### config.mk
export PLATFORM = sky130hd
export DESIGN_NAME = bru_issue_queue
export DESIGN_NICKNAME = d
export VERILOG_FILES = /design/src/rtl/bru_issue_queue_pkg.sv /design/src/rtl/bru_iq_entry.sv /design/src/rtl/bru_issue_queue.sv
export SDC_FILE = /design/constraint.sdc
export NUM_CORES = 2
export LEC_CHECK = 0
export ABC_CLOCK_PERIOD_IN_PS = 16700
export BUFFER_PORTS_ARGS = -buffer_cell sky130_fd_sc_hd__buf_2
export CORE_AREA = 8 8 269 271
export DETAILED_ROUTE_END_ITERATION = 16
export DIE_AREA = 0 0 277 279
export PLACE_DENSITY = 0.87
export SYNTH_ARGS = -nofsm -noshare
export SYNTH_HDL_FRONTEND = slang
export SYNTH_SLANG_ARGS = --single-unit
### constraint.sdc
create_clock -name clk -period 16.7 [get_ports clk]
set_input_delay 0.835 -clock clk [delete_from_list [all_inputs] [get_ports clk]]
set_output_delay 0.835 -clock clk [all_outputs]
set_load 0.005 [all_outputs]
### src/rtl/bru_issue_queue_pkg.sv
// Shared definitions for the branch-unit issue queue: status layout, tag width, FU_BRU op bits.
// Combinational constants only; no latency, no backpressure.
package bru_issue_queue_pkg;

  localparam int INST_STATE_WD = 65;
  localparam int PC_LSB        = 0;
  localparam int PC_MSB        = 31;
  localparam int IMM_LSB       = 32;
  localparam int IMM_MSB       = 63;
  localparam int WE_BIT        = 64;

  localparam int IQ_TAG_WD     = 6;
  localparam int BRU_OP_WD     = 12;

  localparam int OP_BEQ  = 0;
  localparam int OP_BNE  = 1;
  localparam int OP_BLT  = 2;
  localparam int OP_BGE  = 3;
  localparam int OP_BLTU = 4;
  localparam int OP_BGEU = 5;
  localparam int OP_BEQZ = 6;
  localparam int OP_BNEZ = 7;
  localparam int OP_BLEZ = 8;
  localparam int OP_BGEZ = 9;
  localparam int OP_JAL  = 10;
  localparam int OP_JALR = 11;

endpackage

### src/rtl/bru_iq_entry.sv
// One queue slot: holds a branch micro-op and its two operands while snooping the CDB for pending sources.
// Latency: state updates on the next edge; backpressure: none, the top decides load/shift/hold.
module bru_iq_entry
  import bru_issue_queue_pkg::*;
#(
  parameter int TAG_WD = IQ_TAG_WD,
  parameter int ST_WD  = INST_STATE_WD
) (
  input  logic                   clk,
  input  logic                   rst,
  input  logic                   flush,
  input  logic                   load,
  input  logic                   shift,
  input  logic [BRU_OP_WD-1:0]   disp_op,
  input  logic [ST_WD-1:0]       disp_status,
  input  logic [1:0]             disp_rdy,
  input  logic [1:0][TAG_WD-1:0] disp_tag,
  input  logic [1:0][31:0]       disp_data,
  input  logic                   up_valid,
  input  logic [BRU_OP_WD-1:0]   up_op,
  input  logic [ST_WD-1:0]       up_status,
  input  logic [1:0]             up_rdy,
  input  logic [1:0][TAG_WD-1:0] up_tag,
  input  logic [1:0][31:0]       up_data,
  input  logic                   cdb_valid,
  input  logic [TAG_WD-1:0]      cdb_tag,
  input  logic [31:0]            cdb_data,
  output logic                   valid,
  output logic [BRU_OP_WD-1:0]   op,
  output logic [ST_WD-1:0]       status,
  output logic [1:0]             rdy,
  output logic [1:0][TAG_WD-1:0] tag,
  output logic [1:0][31:0]       data
);

  logic                   n_valid;
  logic [BRU_OP_WD-1:0]   n_op;
  logic [ST_WD-1:0]       n_status;
  logic [1:0]             n_rdy;
  logic [1:0][TAG_WD-1:0] n_tag;
  logic [1:0][31:0]       n_data;

  // Wakeup is applied after the source mux so shifted and freshly dispatched operands also catch the CDB.
  always_comb begin
    n_valid  = valid;
    n_op     = op;
    n_status = status;
    n_rdy    = rdy;
    n_tag    = tag;
    n_data   = data;
    if (load) begin
      n_valid  = 1'b1;
      n_op     = disp_op;
      n_status = disp_status;
      n_rdy    = disp_rdy;
      n_tag    = disp_tag;
      n_data   = disp_data;
    end else if (shift) begin
      n_valid  = up_valid;
      n_op     = up_op;
      n_status = up_status;
      n_rdy    = up_rdy;
      n_tag    = up_tag;
      n_data   = up_data;
    end
    for (int s = 0; s < 2; s++) begin
      if (cdb_valid && !n_rdy[s] && n_tag[s] == cdb_tag) begin
        n_rdy[s]  = 1'b1;
        n_data[s] = cdb_data;
      end
    end
  end

  always_ff @(posedge clk or posedge rst) begin
    if (rst) begin
      valid  <= 1'b0;
      op     <= '0;
      status <= '0;
      rdy    <= '0;
      tag    <= '0;
      data   <= '0;
    end else if (flush) begin
      valid  <= 1'b0;
    end else begin
      valid  <= n_valid;
      op     <= n_op;
      status <= n_status;
      rdy    <= n_rdy;
      tag    <= n_tag;
      data   <= n_data;
    end
  end

endmodule

### src/rtl/bru_issue_queue.sv
// Collapsing in-order-age issue queue for the branch unit; oldest operand-ready entry issues, dispatch-to-issue 1 cycle.
// Backpressure: disp_ready drops when full (registered count); entries wait while iss_ready is low.
module bru_issue_queue
  import bru_issue_queue_pkg::*;
#(
  parameter int DEPTH  = 4,
  parameter int TAG_WD = IQ_TAG_WD,
  parameter int ST_WD  = INST_STATE_WD
) (
  input  logic                    clk,
  input  logic                    rst,
  input  logic                    disp_valid,
  output logic                    disp_ready,
  input  logic [BRU_OP_WD-1:0]    disp_op,
  input  logic [ST_WD-1:0]        disp_status,
  input  logic                    disp_src1_rdy,
  input  logic [TAG_WD-1:0]       disp_src1_tag,
  input  logic [31:0]             disp_src1_data,
  input  logic                    disp_src2_rdy,
  input  logic [TAG_WD-1:0]       disp_src2_tag,
  input  logic [31:0]             disp_src2_data,
  input  logic                    cdb_valid,
  input  logic [TAG_WD-1:0]       cdb_tag,
  input  logic [31:0]             cdb_data,
  output logic                    iss_valid,
  input  logic                    iss_ready,
  output logic [BRU_OP_WD-1:0]    iss_op,
  output logic [ST_WD-1:0]        iss_status,
  output logic [31:0]             iss_rdata1,
  output logic [31:0]             iss_rdata2,
  input  logic                    flush,
  output logic [$clog2(DEPTH):0]  count
);

  localparam int IW = $clog2(DEPTH);
  localparam int CW = IW + 1;

  // Slot DEPTH is a permanently empty phantom so the youngest real slot shifts in nothing.
  logic                   e_valid  [DEPTH+1];
  logic [BRU_OP_WD-1:0]   e_op     [DEPTH+1];
  logic [ST_WD-1:0]       e_status [DEPTH+1];
  logic [1:0]             e_rdy    [DEPTH+1];
  logic [1:0][TAG_WD-1:0] e_tag    [DEPTH+1];
  logic [1:0][31:0]       e_data   [DEPTH+1];

  logic [DEPTH-1:0] e_elig;
  logic [IW-1:0]    sel;
  logic [CW-1:0]    cnt_q;
  logic [CW-1:0]    wr_idx;
  logic             disp_fire;
  logic             iss_fire;

  assign e_valid[DEPTH]  = 1'b0;
  assign e_op[DEPTH]     = '0;
  assign e_status[DEPTH] = '0;
  assign e_rdy[DEPTH]    = '0;
  assign e_tag[DEPTH]    = '0;
  assign e_data[DEPTH]   = '0;

  assign disp_ready = (cnt_q < CW'(DEPTH));
  assign disp_fire  = disp_valid && disp_ready && !flush;
  assign iss_valid  = |e_elig;
  assign iss_fire   = iss_valid && iss_ready && !flush;
  assign wr_idx     = cnt_q - CW'(iss_fire);
  assign count      = cnt_q;

  for (genvar i = 0; i < DEPTH; i++) begin : g_ent
    assign e_elig[i] = e_valid[i] && e_rdy[i][0] && e_rdy[i][1];

    bru_iq_entry #(
      .TAG_WD (TAG_WD),
      .ST_WD  (ST_WD)
    ) u_ent (
      .clk         (clk),
      .rst         (rst),
      .flush       (flush),
      .load        (disp_fire && wr_idx == CW'(i)),
      .shift       (iss_fire && IW'(i) >= sel),
      .disp_op     (disp_op),
      .disp_status (disp_status),
      .disp_rdy    ({disp_src2_rdy, disp_src1_rdy}),
      .disp_tag    ({disp_src2_tag, disp_src1_tag}),
      .disp_data   ({disp_src2_data, disp_src1_data}),
      .up_valid    (e_valid[i+1]),
      .up_op       (e_op[i+1]),
      .up_status   (e_status[i+1]),
      .up_rdy      (e_rdy[i+1]),
      .up_tag      (e_tag[i+1]),
      .up_data     (e_data[i+1]),
      .cdb_valid   (cdb_valid),
      .cdb_tag     (cdb_tag),
      .cdb_data    (cdb_data),
      .valid       (e_valid[i]),
      .op          (e_op[i]),
      .status      (e_status[i]),
      .rdy         (e_rdy[i]),
      .tag         (e_tag[i]),
      .data        (e_data[i])
    );
  end

  always_comb begin
    sel = '0;
    for (int i = DEPTH - 1; i >= 0; i--) begin
      if (e_elig[i]) sel = IW'(i);
    end
  end

  always_comb begin
    iss_op     = '0;
    iss_status = '0;
    iss_rdata1 = '0;
    iss_rdata2 = '0;
    for (int i = 0; i < DEPTH; i++) begin
      if (iss_valid && sel == IW'(i)) begin
        iss_op     = e_op[i];
        iss_status = e_status[i];
        iss_rdata1 = e_data[i][0];
        iss_rdata2 = e_data[i][1];
      end
    end
  end

  always_ff @(posedge clk or posedge rst) begin
    if (rst)        cnt_q <= '0;
    else if (flush) cnt_q <= '0;
    else            cnt_q <= cnt_q + CW'(disp_fire) - CW'(iss_fire);
  end

endmodule

==> summary.md <==
| Metric | Value |
|---|---|
| Max Cap Viol | 0 |
| Post-synth top cells | 1140 x nand2_1, 740 x a21oi_1, 627 x dfrtp_1 |
| DP HPWL | between 70 and 80 mm |
| Synthesized flop and latch total | 627 |
| Worst vdd ir | about 0.098 mV |
| CTS Root Cell | clkbuf_16 |
| Crit-path max cell delay | 1030 ps |
| Number of flops mapped to enable cells by yosys | 0 |
| CP Cell Sequence | and3_4, o41ai_4, buf_4, inv_2, ha_1, ha_1, or3_4, buf_4, o21ai_0, a2111o_1, a211o_1, or4_1, buf_4, a31oi_4, o221a_1 |
| Sw Share | 38.0% |
| Vias in the first global route | 37900 |
| Logic pwr share | 34.4% |
| Avg WL per Cell | 24.2 um |
| Crit-path max FO | 64 |
| Die Wd | 277 um |
| Finished Layout Cells | 5682 |
| Most common cell in the netlist | nand2_1 |
| Mux cell area share after synthesis | 5.83% |
| Total Routing Usage GR | approximately a third |
| Largest net degree at the start of global routing | between 150 and 200 |
| Worst r2r src | g_ent[2].u_ent.rdy[1]$_DFFE_PP0N_ |
| R2R Setup Slk | 9830 ps |
| Reg2Reg Capture Point | g_ent[2].u_ent.data[41]$_DFFE_PP0P_ |
| Switching power of the nets | roughly 2.5 mW |
| Critical Path Most Common Cell | buf_4 |
| Worst Setup SP | g_ent[2].u_ent.rdy[1]$_DFFE_PP0N_ |
| Post-route ant nets | 0 |
| Max Slew Vio Count | 0 |
| CTS tree | built |
| Ranking of synthesized cells by area | dfrtp_1 42%, nand2_1 12%, a21oi_1 10% |
| Final period util | 41.1% |
| Min Hold Slack | 381 ps |
| Post-synth top flop | dfrtp_1 |
| Post-CTS setup buffers | 0 |
| Nets | 4924 |
| Antenna violations before repair | 33 |
| Starting Density | a little over half |
| DRT iter0 DRCs | 5917 |
| Setup TNS | 0 ps |
| Final WL | roughly 140 mm |
| Clock buffer count from CTS | 71 |
| Internal | around 4.1 mW |
| Core area | 0.0680 sq mm |
| Critical path class | flip-flop to flip-flop |
| Die H | between 200 and 300 um |
| Global-route wire length before repair | roughly 210 mm |
| Max Root-Sink Buffers | 3 |
| H-Tree Depth | 3 |
| Hold Fails Final Rpt | 0 |
| Yosys top cell by area | dfrtp_1 |
| Hold Crit Class | input port to async pin |
| Vias/cell | 6.87 |
| Post-synthesis cell count | 4692 |
| Crit path max-delay family | compound AO/OA/AOI/OAI gates |
| Critical Path Source Type | flip-flop |
| Fin worst setup slack | a little under 10000 ps |
| Area delta synth->final | 11.4% |
| Worst slack, placed | 9840 ps |
| CP Capture Point | g_ent[2].u_ent.data[41]$_DFFE_PP0P_ |
| Minimum clock period | 6870 ps |
| Post-Synth Simple-Gate Area | about a fifth |
| R2R depth | 15 |
| Clock slew at reported path FFs | 60 ps |
| CTS Hold Bufs | 0 |
| LEAKAGE | approximately 19 nW |
| Post-synthesis xor/xnor area fraction | less than 1% |
| Stages on worst setup path | 15 |
| Final Skew | 34.6 ps |
| Share of cells above drive strength 1 | 14.4% |
| Yosys cell types | 73 |
| Final setup vio count | 0 |
| Clock sinks | 627 |
| Skew-Pair Late Insertion Delay | 640 ps |
| Relative slew slack | 9.71% |
| Seq pwr share | roughly 40% |
| Cell row count | 96 |
| Via count | 39100 |
| IO Count | approximately 350 |
| Critical Path RT | 17250 ps |
| Compound-gate portion of the synthesized area | 25.3% |
| Synthesized cell area | 0.0371 sq mm |
| WP buf/inv | 4 |
| Synthesized Nets | slightly below 5000 |
| # DRC | 0 |
| Die Area | 0.0773 sq mm |
| Buffers on Ports | around 340 |
| Top cell type's share of synthesized area | a little over two fifths |
| Largest family of logic cells by synthesized area | compound AO/OA/AOI/OAI gates |
| GP Congestion | around 0.96 |
| RSZ-0062 raised after global routing | false |
| Slowest stage cell, crit path | a31oi_4 |
| Post-Synth Adder-Cell Area | 0.189% |
| PD cells | 162 mW/mm^2 |
| Gr ovfl total | 0 |
| CP endpoint kind | flip-flop |
| CTS-repair resized insts | 0 |
| Sequential area share after synthesis | between 40% and 50% |
| Synth Warn # | 0 |
| 1st-pass router iterations | 8 |
| Worst-Margin Slew | 1350 ps |
| Clock share of power | between 20% and 30% |
| Status | finished clean |
| DP Cell Count | around 5500 |
| Max frequency | 146 MHz |
| Worst EP arrival | 7420 ps |
| Ys async rst share | 100% |
| Tot Pwr | 6.68 mW |
| Average size of a mapped cell | 7.90 sq um |
==> cell usage in the layout (no fill, tap or decap), types with 15 or more instances in the layout <==
cell,synthesis,final
xnor2_1,32,32
clkbuf_16,0,72
a21oi_1,740,739
o21ai_0,20,20
a211oi_1,37,37
buf_2,36,343
dfrtp_1,627,627
clkbuf_8,0,21
nor3_1,15,15
nor2b_1,35,35
diode_2,0,22
mux2_2,128,128
o221a_1,30,30
nand2_1,1140,1137
a31oi_1,260,260
o22ai_1,146,146
and3_1,69,64
buf_4,3,56
clkbuf_1,336,16
nor2_1,428,422
a2bb2oi_1,147,147
nand4_1,39,39
nand3_1,98,97
inv_1,17,16
mux2i_1,72,72
a221o_1,65,65
==> registers in the layout, indices dropped and copies added (netlist names) <==
name                cells
g_ent.u_ent.data      256
g_ent.u_ent.rdy         8
g_ent.u_ent.valid       4
g_ent.u_ent.tag        48
count                   3
g_ent.u_ent.op         48
g_ent.u_ent.status    260
==> worst min path at each step <==
| stage | from | to | slack [ps] | cells after the start |
|---|---|---|---|---|
| after floorplan | g_ent[0].u_ent.data[32]$_DFFE_PP0P_ | g_ent[0].u_ent.data[32]$_DFFE_PP0P_ | 480 | 1 |
| after global placement | g_ent[0].u_ent.data[62]$_DFFE_PP0P_ | g_ent[0].u_ent.data[62]$_DFFE_PP0P_ | 490 | 1 |
| after detailed placement | g_ent[0].u_ent.data[10]$_DFFE_PP0P_ | g_ent[0].u_ent.data[10]$_DFFE_PP0P_ | 500 | 1 |
| after CTS | rst | g_ent[1].u_ent.status[52]$_DFFE_PP0P_ | 370 | 2 |
| after global routing | rst | g_ent[1].u_ent.status[52]$_DFFE_PP0P_ | 430 | 2 |
| final | rst | g_ent[2].u_ent.tag[3]$_DFFE_PP0N_ | 380 | 2 |
==> kinds of logic after synthesis <==
kind of cell / Yosys count
AND/OR/NAND/NOR: 1856
AO/OA/AOI/OAI: 1498
flip-flops: 627
buffers and inverters: 471
multiplexers: 200
XOR/XNOR: 35
adder cells (fa/ha/maj): 5
==> area by class of cell <==
| type | instances | area (sq um) |
|---|---|---|
| sequential | 627 | 15700 |
| clock buffer | 109 | 2150 |
| timing repair buffer | 403 | 2210 |
| multi-input combinational | 3594 | 19700 |
| tap | 882 | 1100 |
| clock inverter | 22 | 268 |
| fill | 5622 | 26700 |
| inverter | 23 | 90.1 |
| antenna | 22 | 55.1 |
==> through the flow <==
stage                     cell area (sq um)  util (%)
final                                 41300      60.7
after CTS                             41200      60.6
after global routing                  41300      60.7
after detailed placement              38800      57.1
after floorplan                       37100         -
after global placement                38800      57.1
==> per-layer routing <==
metal	vias to the layer above	GRT usage [%]	share of wire (%)
li1	16700	-	-
met1	18400	43.1	36
met2	3191	51.5	44
met3	714	9.68	14
met4	28	20.2	5.7
met5	-	0	0.12
==> power groups by stage <==
stage	registers [mW]	clock network [mW]	logic [mW]
global route	2.81	1.70	2.53
floorplan	2.57	0	1.68
detailed placement	2.72	0	2.23
global placement	2.70	0	2.13
finish	2.74	1.64	2.30
CTS	2.71	1.64	2.25
(Power assumes the default switching activity.)
